[src/rtl/change_dispenser_pkg.sv]
// Shared definitions for the change dispenser.
// Contents:
//   coin_code_t  - 2-bit coin code carried on RRo[1:0]
//   VAL_*        - unit value of each coin code
//   ACK_TIMEOUT  - EJECT cycles to wait for coin_ack before faulting a tube
//   state_t      - dispenser FSM states
//   coin_value() - maps a coin code to its unit value
package vend_pkg;

   typedef enum logic [1:0] {
      COIN_1  = 2'd0,
      COIN_5  = 2'd1,
      COIN_10 = 2'd2,
      COIN_25 = 2'd3
   } coin_code_t;

   localparam logic [7:0] VAL_1  = 8'd1;
   localparam logic [7:0] VAL_5  = 8'd5;
   localparam logic [7:0] VAL_10 = 8'd10;
   localparam logic [7:0] VAL_25 = 8'd25;

   localparam logic [3:0] ACK_TIMEOUT = 4'd15;

   typedef enum logic [1:0] {
      IDLE   = 2'd0,
      SELECT = 2'd1,
      EJECT  = 2'd2,
      DONE   = 2'd3
   } state_t;

   function automatic logic [7:0] coin_value(input logic [1:0] code);
      case (coin_code_t'(code))
         COIN_25: coin_value = VAL_25;
         COIN_10: coin_value = VAL_10;
         COIN_5:  coin_value = VAL_5;
         COIN_1:  coin_value = VAL_1;
         default: coin_value = VAL_1;
      endcase
   endfunction

endpackage

[src/rtl/change_dispenser_if.sv]
// Refund request / hopper bus of the change dispenser.
// Signals:
//   rr        - refund request (master -> dispenser)
//   amount    - refund value in units, captured with rr
//   empty     - per-tube empty flags, bit i for coin code i
//   coin_ack  - hopper confirms one coin ejected
//   RRo       - {coin_valid, coin_code[1:0]} to the hopper
//   busy      - dispenser not in IDLE
//   done      - one-cycle completion pulse
//   short     - change could not be fully paid (valid with done)
//   remaining - value still owed
// Modports: master drives requests/acks, slave is the dispenser.
interface change_dispenser_if;
   logic       rr;
   logic [7:0] amount;
   logic [3:0] empty;
   logic       coin_ack;
   logic [2:0] RRo;
   logic       busy;
   logic       done;
   logic       short;
   logic [7:0] remaining;

   modport master (
      output rr, amount, empty, coin_ack,
      input  RRo, busy, done, short, remaining
   );

   modport slave (
      input  rr, amount, empty, coin_ack,
      output RRo, busy, done, short, remaining
   );
endinterface

[src/rtl/change_dispenser_ack_timer.sv]
// ack_timer: 4-bit EJECT watchdog.
// Ports:
//   clk     - system clock
//   rst_n   - asynchronous active-low reset
//   clear   - synchronous clear to zero (dominates enable)
//   enable  - count one cycle
//   expired - high during the last permitted waiting cycle
module ack_timer
(
   input  logic clk,
   input  logic rst_n,
   input  logic clear,
   input  logic enable,
   output logic expired
);
   import vend_pkg::*;

   logic [3:0] count;

   always_ff @(posedge clk or negedge rst_n) begin
      if (!rst_n)
         count <= '0;
      else if (clear)
         count <= '0;
      else if (enable)
         count <= count + 4'd1;
   end

   // Count starts at 0 in the first EJECT cycle, so the value
   // ACK_TIMEOUT-1 marks the ACK_TIMEOUT-th cycle spent waiting.
   assign expired = enable && (count == (ACK_TIMEOUT - 4'd1));

endmodule

[src/rtl/change_dispenser.sv]
// change_dispenser: pays a refund with the fewest coins available.
// Ports:
//   CLK   - system clock, rising edge
//   reset - asynchronous active-low reset
//   bus   - change_dispenser_if.slave (rr/amount/empty/coin_ack in,
//           RRo/busy/done/short/remaining out)
// Greedy selection: the highest-value coin that fits the remaining
// amount and whose tube is neither empty nor faulted is ejected next.
// A tube that never acknowledges within ACK_TIMEOUT cycles is faulted
// for the rest of the current refund.
module change_dispenser
(
   input  logic               CLK,
   input  logic               reset,
   change_dispenser_if.slave  bus
);
   import vend_pkg::*;

   state_t     state, state_nx;
   logic [7:0] rem_q, rem_nx;
   logic [3:0] fault_q, fault_nx;
   logic [1:0] code_q, code_nx;
   logic       short_q, short_nx;

   logic       tmr_clear;
   logic       tmr_en;
   logic       tmr_expired;

   logic       pick_ok;
   logic [1:0] pick_code;

   ack_timer u_ack_timer (
      .clk     (CLK),
      .rst_n   (reset),
      .clear   (tmr_clear),
      .enable  (tmr_en),
      .expired (tmr_expired)
   );

   // Ascending scan: a later (higher) qualifying code overrides a lower one.
   // A zero remainder never qualifies since every coin is worth >= 1.
   always_comb begin
      pick_ok   = 1'b0;
      pick_code = '0;
      for (int unsigned i = 0; i < 4; i++) begin
         if (!bus.empty[i] && !fault_q[i] && (coin_value(2'(i)) <= rem_q)) begin
            pick_ok   = 1'b1;
            pick_code = 2'(i);
         end
      end
   end

   always_ff @(posedge CLK or negedge reset) begin
      if (!reset) begin
         state   <= IDLE;
         rem_q   <= '0;
         fault_q <= '0;
         code_q  <= '0;
         short_q <= 1'b0;
      end else begin
         state   <= state_nx;
         rem_q   <= rem_nx;
         fault_q <= fault_nx;
         code_q  <= code_nx;
         short_q <= short_nx;
      end
   end

   always_comb begin
      state_nx  = state;
      rem_nx    = rem_q;
      fault_nx  = fault_q;
      code_nx   = code_q;
      short_nx  = short_q;
      tmr_clear = 1'b1;
      tmr_en    = 1'b0;

      case (state)
         IDLE: begin
            if (bus.rr) begin
               rem_nx   = bus.amount;
               fault_nx = '0;
               short_nx = 1'b0;
               state_nx = (bus.amount != '0) ? SELECT : DONE;
            end
         end

         SELECT: begin
            if (pick_ok) begin
               code_nx  = pick_code;
               state_nx = EJECT;
            end else begin
               short_nx = (rem_q != '0);
               state_nx = DONE;
            end
         end

         EJECT: begin
            tmr_clear = 1'b0;
            tmr_en    = 1'b1;
            // An ack on the timeout cycle still counts as a paid coin.
            if (bus.coin_ack) begin
               rem_nx    = rem_q - coin_value(code_q);
               tmr_clear = 1'b1;
               state_nx  = SELECT;
            end else if (tmr_expired) begin
               fault_nx[code_q] = 1'b1;
               tmr_clear        = 1'b1;
               state_nx         = SELECT;
            end
         end

         DONE: begin
            state_nx = IDLE;
         end

         default: begin
            state_nx = IDLE;
         end
      endcase
   end

   assign bus.RRo       = (state == EJECT) ? {1'b1, code_q} : 3'b000;
   assign bus.busy      = (state != IDLE);
   assign bus.done      = (state == DONE);
   assign bus.short     = short_q;
   assign bus.remaining = rem_q;

endmodule

[src/flat_wrapper.sv]
// flat-port wrapper written by rule: the top's interface ports become plain ports
module change_dispenser_flat import vend_pkg::*;
  (CLK, reset, bus_rr, bus_amount, bus_empty, bus_coin_ack, bus_RRo, bus_busy, bus_done, bus_short, bus_remaining);
  change_dispenser_if bus_i ();
  input  logic CLK;
  input  logic reset;
  input wire logic [$bits(bus_i.rr)-1:0] bus_rr;
  input wire logic [$bits(bus_i.amount)-1:0] bus_amount;
  input wire logic [$bits(bus_i.empty)-1:0] bus_empty;
  input wire logic [$bits(bus_i.coin_ack)-1:0] bus_coin_ack;
  output wire logic [$bits(bus_i.RRo)-1:0] bus_RRo;
  output wire logic [$bits(bus_i.busy)-1:0] bus_busy;
  output wire logic [$bits(bus_i.done)-1:0] bus_done;
  output wire logic [$bits(bus_i.short)-1:0] bus_short;
  output wire logic [$bits(bus_i.remaining)-1:0] bus_remaining;
  assign bus_i.rr = bus_rr;
  assign bus_i.amount = bus_amount;
  assign bus_i.empty = bus_empty;
  assign bus_i.coin_ack = bus_coin_ack;
  assign bus_RRo = bus_i.RRo;
  assign bus_busy = bus_i.busy;
  assign bus_done = bus_i.done;
  assign bus_short = bus_i.short;
  assign bus_remaining = bus_i.remaining;
  change_dispenser u_core (.CLK(CLK), .reset(reset), .bus(bus_i));
endmodule
[config.mk]
export PLATFORM = sky130hd
export DESIGN_NAME = change_dispenser_flat
export DESIGN_NICKNAME = d
export VERILOG_FILES = /design/src/rtl/change_dispenser_pkg.sv /design/src/rtl/change_dispenser_if.sv /design/src/rtl/change_dispenser_ack_timer.sv /design/src/rtl/change_dispenser.sv /design/src/flat_wrapper.sv
export SDC_FILE = /design/constraint.sdc
export NUM_CORES = 1
export LEC_CHECK = 0
export ABC_CLOCK_PERIOD_IN_PS = 3600
export CAP_MARGIN = 20
export CORE_ASPECT_RATIO = 1.25
export CORE_MARGIN = 4
export CORE_UTILIZATION = 54
export CTS_CLUSTER_DIAMETER = 40
export DETAILED_ROUTE_END_ITERATION = 8
export PLACE_DENSITY = 0.84
export SYNTH_ARGS = -nofsm -noshare
export SYNTH_HDL_FRONTEND = slang
export SYNTH_HIERARCHICAL = 1
export SYNTH_SLANG_ARGS = --single-unit
export TNS_END_PERCENT = 30
[constraint.sdc]
create_clock -name CLK -period 3.6 [get_ports CLK]
set_clock_uncertainty 0.15 [all_clocks]
set_input_delay 0.72 -clock CLK [delete_from_list [all_inputs] [get_ports CLK]]
set_output_delay 0.72 -clock CLK [all_outputs]
set_load 0.01 [all_outputs]
Word-level counts from Yosys, hierarchy flattened --
Cells that the tools add are included.
Operators by class: equality and inequality tests 13, reduce and logical (&&, ||, !) cells 31, magnitude comparators 6, bitwise logic cells 1, add/sub/neg operators 2, muxes and demuxes 35
Operators with widths (count):
- $mux 8 | 4
- $pmux 8 s4 | 1
- $mux 4 | 5
- $pmux 8 s2 | 1
- $reduce_bool 8->1 | 2
- $mux 1 | 13
- $mux 2 | 6
- $logic_and 1x1->1 | 10
- $eq 2x2->1 const B | 4
- $le 1x8->1 const A | 1
- $le 3x8->1 const A | 1
- $le 4x8->1 const A | 1
- $le 5x8->1 const A | 1
- $logic_not 1->1 | 8
- $ne 2x2->1 const B | 4
- $pmux 2 s4 | 1
- $pmux 4 s2 | 1
- $reduce_bool 2->1 | 4
- $sub 8x8->8 | 1
- $reduce_and 3->1 | 2
- $add 4x1->4 const B | 1
- $eq 2x1->1 const B | 2
- $eq 4x4->1 const B | 1
- $logic_not 2->1 | 2
- 10 further kinds | 11
Word-level totals: logic and storage cells 94, input bits 16, flip-flop bits (word level) 21

Depth between registers and ports, before layout --
Gate-level depths: netlist of the first run.
depth in word-level cells 9, gate-level depth with buffers 10

By module --
The synthesis of the first run kept the hierarchy.
Modules (own cells, without submodules):
- change_dispenser | times used 1, area an instance 1202.4 µm², cells an instance 146, seq. area each 425.4 µm²
- ack_timer | times used 1, area an instance 222.7 µm², cells an instance 20, seq. area each 100.1 µm²

Least setup slack after synthesis of the first run --
OpenSTA, ideal clock, no wires.
path type flip-flop to flip-flop, from reg u_core.code_q[0], to reg u_core.rem_q[6] (netlist: u_core/bus.remaining[6]), cell stages (with the launch flop) 11, buffers on the path 0, setup time 79 ps, period minus slack after synthesis 2171 ps, data arrival time 1942 ps, slack 1429 ps, cells stage by stage dfrtp_1 inv_1 nand2_1 ha_1 inv_1 fa_1 a21o_1 a21oi_1 o21ai_0 a21oi_1 a2bb2oi_1
Between the ends: word-level cells in the longest chain between the ends 7, elaborated cells between the ends (all ways) 10
Ends and longest elaborated chain:
- start: declaration | RTL line change_dispenser.sv:22 | logic [1:0] code_q, code_nx;
- start signal: assignment | RTL line change_dispenser.sv:64 | code_q <= code_nx;
- $eq 2x1->1 (tied with other cells) | RTL line change_dispenser_pkg.sv:32 | case (coin_code_t'(code))
- $pmux 8 s4 * | RTL line change_dispenser_pkg.sv:32
- $mux 8 * | RTL line change_dispenser.sv:102 | if (bus.coin_ack) begin
- $mux 8 * | RTL line change_dispenser.sv:78 | case (state)
- $sub 8x8->8 * | RTL line change_dispenser.sv:103 | rem_nx = rem_q - coin_value(code_q);
- $mux 8 * | RTL line change_dispenser.sv:102
- $pmux 8 s2 * | RTL line change_dispenser.sv:78
- end signal: assignment | RTL line change_dispenser.sv:62 | rem_q <= rem_nx;
- end: declaration | RTL line change_dispenser.sv:20 | logic [7:0] rem_q, rem_nx;
Every way passes the cells marked *; elsewhere a longest branch is shown, timed or not. The select of a mux whose other input is x is not followed. A chain may end at the register's enable or synchronous reset.

Worst setup path in the final report of the first run --
from reg u_core.state[0], to out bus_RRo[2]
Between the ends: word-level cells in the longest chain between the ends 2
Ends and longest elaborated chain:
- start: declaration | RTL line change_dispenser.sv:19 | state_t state, state_nx;
- start signal: assignment | RTL line change_dispenser.sv:61 | state <= state_nx;
- $eq 2x2->1 | RTL line change_dispenser.sv:123 | assign bus.RRo = (state == EJECT) ? {1'b1, code_q} : 3'b000;
- $mux 3 | RTL line change_dispenser.sv:123
- end: declaration | RTL line flat_wrapper.sv:11 | output wire logic [$bits(bus_i.RRo)-1:0] bus_RRo;
Every way passes these cells.

==> results.py, run 1 <==
metrics = {
    "synthesis": {
        "synth-main-ff-cell": "sky130_fd_sc_hd__dfrtp_1",
        "number_of_nets_produced_by_synthesis": 190,
        "yosysMostFrequentCell": "sky130_fd_sc_hd__nor2_1",
        "postSynthCellCount": 166,
        "synth_area_leader_cell": "sky130_fd_sc_hd__dfrtp_1",
        "ys.warnings.count": 6,
        "number_of_synthesized_flops_with_an_enable_pin": 0,
        "synth.cell_area_um2": 1425,
        "async_reset_ff_share_pct": 100.0,
        "post_synth_num_cell_types": 47,
        "synth.area.top_cells": "sky130_fd_sc_hd__dfrtp_1, sky130_fd_sc_hd__ha_1, sky130_fd_sc_hd__nor2_1",
        "synth.yosys.seq_area_share_pct": 36.87,
        "syn_area_per_cell_um2": 8.585,
        "synth.ff_latch_count": 21,
        "synth_top_area_share_pct": 36.87,
        "post_synth_most_frequent_cells": "sky130_fd_sc_hd__nor2_1, sky130_fd_sc_hd__dfrtp_1, sky130_fd_sc_hd__nand2_1, sky130_fd_sc_hd__a21oi_1",
    },
    "timing": {
        "final_number_of_max_transition_violations": 0,
        "max_slew.worst_pin.slew_ns": 0.9656,
        "grt_setup_unrepaired": "false",
        "tns_ns": 0,
        "layout_min_cycle_time_ns": 3.202,
        "setup_viol": 0,
        "max-slew-margin-rel_pct": 35.42,
        "timing_hold_violations_final": 0,
        "achievable-frequency_mhz": 312.3,
        "post-route-period-util_pct": 88.94,
    },
    "cts": {
        "ctsHoldBuffers": 0,
        "cts_root_buffer": "sky130_fd_sc_hd__clkbuf_4",
        "cts.path.max_buffers": 2,
        "clk_pin_slew_worst_paths_ns": 0.12,
        "cts-htree-levels": 1,
        "cts_buffers": 3,
        "post_cts.repair.setup_buffers": 0,
        "clock_latency_ns": 0.30,
        "post_cts_resize_count": 0,
        "tritoncts": "yes",
        "tritoncts_num_sinks": 21,
    },
    "layout": {
        "post_route_cells_drive_above_1_share_pct": 7.179,
        "area_growth_pct": 23.88,
        "antenna_diode_count": 0,
        "final-instance-count-excl-fill": 228,
        "finalNetCount": 220,
    },
    "worst_setup_path": {
        "worstPathArrival_ns": 2.33,
        "crit_path_cell_trace": "nand2b_1 -> inv_1 -> clkdlybuf4s50_1",
        "cp-end-kind": "output pin",
        "timing.rr.start": "u_core/state[0]",
        "crit_path_top_delay_cell": "sky130_fd_sc_hd__clkdlybuf4s50_1",
        "ff2ff_setup_slack_ns": 0.99,
        "startpoint_type": "register",
        "critical_path_class": "register to output pin",
        "worstPathMaxFanout": 18,
        "cp_data_required_time_ns": 2.73,
        "r2r.worst_path.cells": 6,
        "critPathMaxStageDelay_ns": 0.64,
        "launching_instance_or_port_of_the_critical_path": "u_core/state[0]",
    },
    "placement": {
        "dp_hpwl_um": 2944,
        "place.detailed.instances": 224,
        "port-buffer-count": 29,
        "gp_congestion": 0.8675,
    },
    "power": {
        "irDropWorstVdd_mv": 0.6667,
        "power.static_leakage_nw": 0.7494,
        "power-per-cell-area_nw_per_um2": 804.0,
    },
    "drt": {
        "post-route-drc-count": 0,
        "wirelength_um": 3855,
        "ant_nets": 0,
        "vias": 1414,
        "detail_route.wl_per_cell_um": 16.91,
        "viasPerCell": 6.202,
        "first_pass_drt_iterations": 4,
        "drt_iter0_markers": 79,
    },
    "min_path": {
        "worst_hold_path_type": "register to register",
        "worstHoldPathCells": 2,
        "holdCritStartpoint": "u_core/bus.short",
    },
    "die": {
        "die_h_um": 65.44,
        "chipWidth_um": 53.95,
        "io_pins": 30,
        "effective_utilization_at_floorplan_pct": 57.53,
        "die_area_um2": 3530,
        "design.core.area_um2": 2477,
        "rows": 20,
    },
    "global_routing": {
        "grt_use_total_pct": 24.47,
        "wire_length_of_the_first_global_routing_pass_um": 6417,
        "pin_count_of_the_biggest_net_entering_global_routing": 22,
        "globalRoute.totalOverflow": 0,
        "grt_pass1_vias": 1406,
        "initial_antenna_violation_count": 0,
    },
    "job": {
        "drv.max_cap_violation_count": 0,
    },
    "run_status": {
        "outcome": "finished, final reports clean",
    },
}
-- worst max-delay path: cells and delay by family, from the launching register on --
family	cells	cell delay, ns
buffers and inverters	2	1.16
DFF	1	0.46
and+or+nand+nor	1	0.41
-- power by group --
part | leakage (nW) | total (mW) | switching [mW] | internal, mW
clock | 0.0177 | 0.114 | 0.0727 | 0.0413
combinational | 0.466 | 0.874 | 0.466 | 0.408
sequential | 0.266 | 0.431 | 0.125 | 0.306
-- layout make-up --
type	count	area, µm²
Timing Repair Buffer	29	290.3
Clock inverter	1	5.005
Multi-Input combinational cell	133	850.8
Tap cell	33	41.29
Fill cell	206	711.9
Inverter	8	30.03
Sequential cell	21	525.5
Clock buffer	3	22.52
-- layout by cell type (no fill, tap or decap), types with 2 or more instances in the layout --
cell type,Yosys,layout
sky130_fd_sc_hd__a21oi_1,11,11
sky130_fd_sc_hd__clkdlybuf4s50_1,0,29
sky130_fd_sc_hd__o21a_1,3,3
sky130_fd_sc_hd__clkbuf_4,0,3
sky130_fd_sc_hd__xnor2_1,3,3
sky130_fd_sc_hd__nor2b_1,3,3
sky130_fd_sc_hd__nor3_1,3,3
sky130_fd_sc_hd__a31oi_1,8,8
sky130_fd_sc_hd__dfrtp_1,21,21
sky130_fd_sc_hd__nand2b_1,3,3
sky130_fd_sc_hd__nand3_1,2,2
sky130_fd_sc_hd__inv_1,8,8
sky130_fd_sc_hd__a211oi_1,2,2
sky130_fd_sc_hd__o21ai_0,8,8
sky130_fd_sc_hd__nand2_1,16,16
sky130_fd_sc_hd__mux2i_1,2,2
sky130_fd_sc_hd__or2_2,2,2
sky130_fd_sc_hd__nor2_1,23,23
sky130_fd_sc_hd__o211ai_1,4,4
sky130_fd_sc_hd__and2_1,2,2
sky130_fd_sc_hd__o22ai_1,3,3
sky130_fd_sc_hd__ha_1,7,7
sky130_fd_sc_hd__and3_1,4,4
-- logic make-up (layout without fill, tap and decap cells) --
kind of cell,Yosys count,after routing,synth area share (%)
AO/OA/AOI/OAI,47,47,21.51
XOR/XNOR,3,3,1.844
adder cells (fa/ha/maj),9,9,8.253
buffers and inverters,12,41,3.424
flip-flops,21,21,36.87
multiplexers,3,3,2.458
AND/OR/NAND/NOR,71,71,25.64
-- per-layer routing --
| layer | share of wire (%) | routed length [µm] | track usage (%) | vias to the layer above |
|---|---|---|---|---|
| met4 | 1.6 | 63 | 6.709 | 0 |
| met3 | 6.2 | 240 | 2.268 | 11 |
| met2 | 51 | 1976 | 40.76 | 67 |
| met1 | 41 | 1575 | 33.14 | 672 |
| li1 | - | - | - | 664 |
| met5 | 0 | 0 | 0 | - |
-- per-stage QoR --
| stage | setup slack [ns] | instance area [µm²] | total power [mW] | hold slack [ns] | utilization (%) |
|---|---|---|---|---|---|
| 2_1_floorplan | 1.429 | 1425 | 0.9756 | 0.2744 | - |
| 3_3_place_gp | 0.9086 | 1738 | 1.243 | 0.3577 | 70.15 |
| 3_5_place_dp | 0.7997 | 1738 | 1.286 | 0.3610 | 70.15 |
| 4_1_cts | 0.4475 | 1765 | 1.406 | 0.3907 | 71.26 |
| 5_1_grt | 0.2684 | 1765 | 1.532 | 0.4222 | 71.26 |
| 6_report | 0.3983 | 1765 | 1.419 | 0.3915 | 71.26 |
-- sequential cells by signal, summed over array words and instances (netlist names) --
| register | cells |
|---|---|
| u_core/bus.remaining | 8 |
| u_core/state | 2 |
| u_core/fault_q | 4 |
| u_core/bus.short | 1 |
| u_core/code_q | 2 |
| u_core/u_ack_timer/count | 4 |
-- worst paths after layout --
kind / end
setup reg to reg: u_core/fault_q[2]
hold reg to reg: u_core/bus.short
setup / recovery: bus_RRo[2]
hold / removal: u_core/bus.short
max in group asynchronous: u_core/u_ack_timer/count[0]
min in group asynchronous: u_core/bus.remaining[4]
Note: power is estimated with default switching activity, not from simulation.
==> run 2, diff against run 1 <==
--- a/config.mk
+++ b/config.mk
@@ -9,10 +9,10 @@
 export CAP_MARGIN = 20
 export CORE_ASPECT_RATIO = 1.25
 export CORE_MARGIN = 4
-export CORE_UTILIZATION = 54
+export CORE_UTILIZATION = 33
 export CTS_CLUSTER_DIAMETER = 40
 export DETAILED_ROUTE_END_ITERATION = 8
-export PLACE_DENSITY = 0.84
+export SKIP_LAST_GASP = 1
 export SYNTH_ARGS = -nofsm -noshare
 export SYNTH_HDL_FRONTEND = slang
 export SYNTH_HIERARCHICAL = 1
==> run 2 against run 1 <==
Sequential power barely moved. Clock power rose by 39%. Global-route usage fell by 8.6 points. Cell count rose by 11%. Via count fell by 3.0%. Final area rose by 3.5%. Worst setup slack improved by 0.12 ns. Largest cell class unchanged.
==> results.py, run 2 (synthesis results as in run 1) <==
metrics = {
    "job": {
        "drv.max_cap_violation_count": 0,
    },
    "worst_setup_path": {
        "critical_path_class": "register to output pin",
        "crit-reg2reg-capture": "u_core/fault_q[2]",
        "ff2ff_setup_slack_ns": 1.10,
        "worstPathArrival_ns": 2.21,
        "cp_data_required_time_ns": 2.73,
        "startpoint_type": "register",
        "timing.rr.start": "u_core/state[0]",
        "r2r.worst_path.cells": 6,
        "cp-end-kind": "output pin",
        "worstPathMaxFanout": 18,
    },
    "cts": {
        "cts-htree-levels": 1,
        "clk_pin_slew_worst_paths_ns": 0.08,
        "post_cts_resize_count": 0,
        "cts.path.max_buffers": 2,
        "clock_latency_ns": 0.26,
        "cts_root_buffer": "sky130_fd_sc_hd__clkbuf_8",
        "tritoncts_num_sinks": 21,
        "post_cts.repair.setup_buffers": 0,
        "cts_buffers": 3,
        "ctsHoldBuffers": 0,
        "tritoncts": "yes",
    },
    "power": {
        "irDropWorstVdd_mv": 0.3991,
        "switching_fraction_of_total_power_pct": 45.35,
        "power-per-cell-area_nw_per_um2": 793.1,
        "cell_internal_pwr_mw": 0.7922,
        "clock_power_share_pct": 10.9,
        "pwr-share-comb_pct": 59.6,
        "power.static_leakage_nw": 0.7646,
        "power.sequential.fraction_pct": 29.5,
        "power.net_switching_mw": 0.6575,
    },
    "die": {
        "io_pins": 30,
        "effective_utilization_at_floorplan_pct": 34.49,
        "die_h_um": 81.47,
        "chipWidth_um": 66.78,
        "design.core.area_um2": 4131,
        "rows": 26,
        "die_area_um2": 5440,
    },
    "layout": {
        "multi_input_comb_area_um2": 850.8,
        "area_growth_pct": 28.27,
        "fin_area_um2": 1828,
        "finalNetCount": 221,
        "layout.cells.most_common": "sky130_fd_sc_hd__clkdlybuf4s50_1",
        "antenna_diode_count": 0,
        "final-instance-count-excl-fill": 252,
        "final_core_util_pct": 44.25,
        "seqCellArea_um2": 525.5,
        "layout_common_cells": "sky130_fd_sc_hd__clkdlybuf4s50_1, sky130_fd_sc_hd__nor2_1, sky130_fd_sc_hd__dfrtp_1",
        "post_route_cells_drive_above_1_share_pct": 7.653,
        "fillCellCount": 452,
        "largest_register_ffs": 8,
    },
    "min_path": {
        "holdCritStartpoint": "u_core/fault_q[1]",
        "worstHoldPathCells": 2,
        "worst_hold_path_type": "register to register",
        "worst_hold_endpoint": "u_core/fault_q[1]",
    },
    "global_routing": {
        "grt_use_total_pct": 15.82,
        "globalRoute.totalOverflow": 0,
        "initial_antenna_violation_count": 0,
        "pin_count_of_the_biggest_net_entering_global_routing": 22,
        "grt_pass1_vias": 1410,
        "wire_length_of_the_first_global_routing_pass_um": 6506,
    },
    "drt": {
        "drt_iter0_markers": 58,
        "viasPerCell": 5.444,
        "detail_route.wl_per_cell_um": 15.74,
        "first_pass_drt_iterations": 4,
        "post-route-drc-count": 0,
        "ant_nets": 0,
        "vias": 1372,
        "wirelength_um": 3966,
    },
    "placement": {
        "dp_hpwl_um": 3069,
        "place.detailed.instances": 247,
        "port-buffer-count": 29,
        "placed_cell_area_um2": 1767,
        "gp_congestion": 0.8763,
    },
    "run_status": {
        "outcome": "finished, final reports clean",
    },
    "timing": {
        "max-slew-margin-rel_pct": 63.01,
        "setup_viol": 0,
        "achievable-frequency_mhz": 324.4,
        "max_slew.worst_pin.slew_ns": 0.5479,
        "post-route-period-util_pct": 85.62,
        "layout_min_cycle_time_ns": 3.082,
        "tns_ns": 0,
        "grt_setup_unrepaired": "false",
        "timing_hold_violations_final": 0,
        "final_number_of_max_transition_violations": 0,
    },
}
[run 2: through the flow]
step | power (mW) | setup WS (ns) | hold WS, ns
final | 1.450 | 0.5176 | 0.3695
after global routing | 1.580 | 0.3332 | 0.4018
after global placement | 1.264 | 0.8906 | 0.3420
after floorplan | 0.9756 | 1.429 | 0.2744
after detailed placement | 1.288 | 0.7939 | 0.3510
after CTS | 1.460 | 0.4849 | 0.3700
[run 2: critical path, stage by stage, from the launching register on]
cell	delay, ns
sky130_fd_sc_hd__dfrtp_1	0.44
sky130_fd_sc_hd__nand2b_1	0.38
sky130_fd_sc_hd__inv_1	0.49
sky130_fd_sc_hd__clkdlybuf4s50_1	0.64
[run 2: power by group through the flow]
stage	Sequential, mW	Clock [mW]	Combinational, mW
after floorplan	0.422	0	0.553
after global placement	0.429	0	0.835
after detailed placement	0.432	0	0.857
after CTS	0.429	0.167	0.865
after global routing	0.446	0.173	0.961
final	0.428	0.158	0.864
[run 2: layer usage]
layer / GRT usage, % / vias to the layer above / wire, µm
li1: - / 661 / -
met5: 0 / - / 0
met2: 26.59 / 37 / 1917
met3: 2.873 / 9 / 182
met1: 19.18 / 665 / 1769
met4: 8.130 / 0 / 96
[run 2: how the worst max path moves through the flow]
stage	from	endpoint	slack (ns)	depth (start not counted)
floorplan	u_core/code_q[0]	u_core/bus.remaining[6]	1.43	10
global placement	u_core/state[0]	bus_RRo[2]	0.89	3
detailed placement	u_core/state[0]	bus_RRo[2]	0.79	3
CTS	u_core/state[0]	bus_RRo[2]	0.48	3
global route	u_core/state[0]	bus_RRo[2]	0.33	3
finish	u_core/state[0]	bus_RRo[2]	0.52	3
[run 2: layout make-up]
type	count	area share, %
clock inverters	1	0.2738
flip-flops and latches	21	28.75
repair buffers	30	16.70
well taps	56	3.833
inverters	8	1.643
clock buffers	3	2.259
multi-input cells	133	46.54
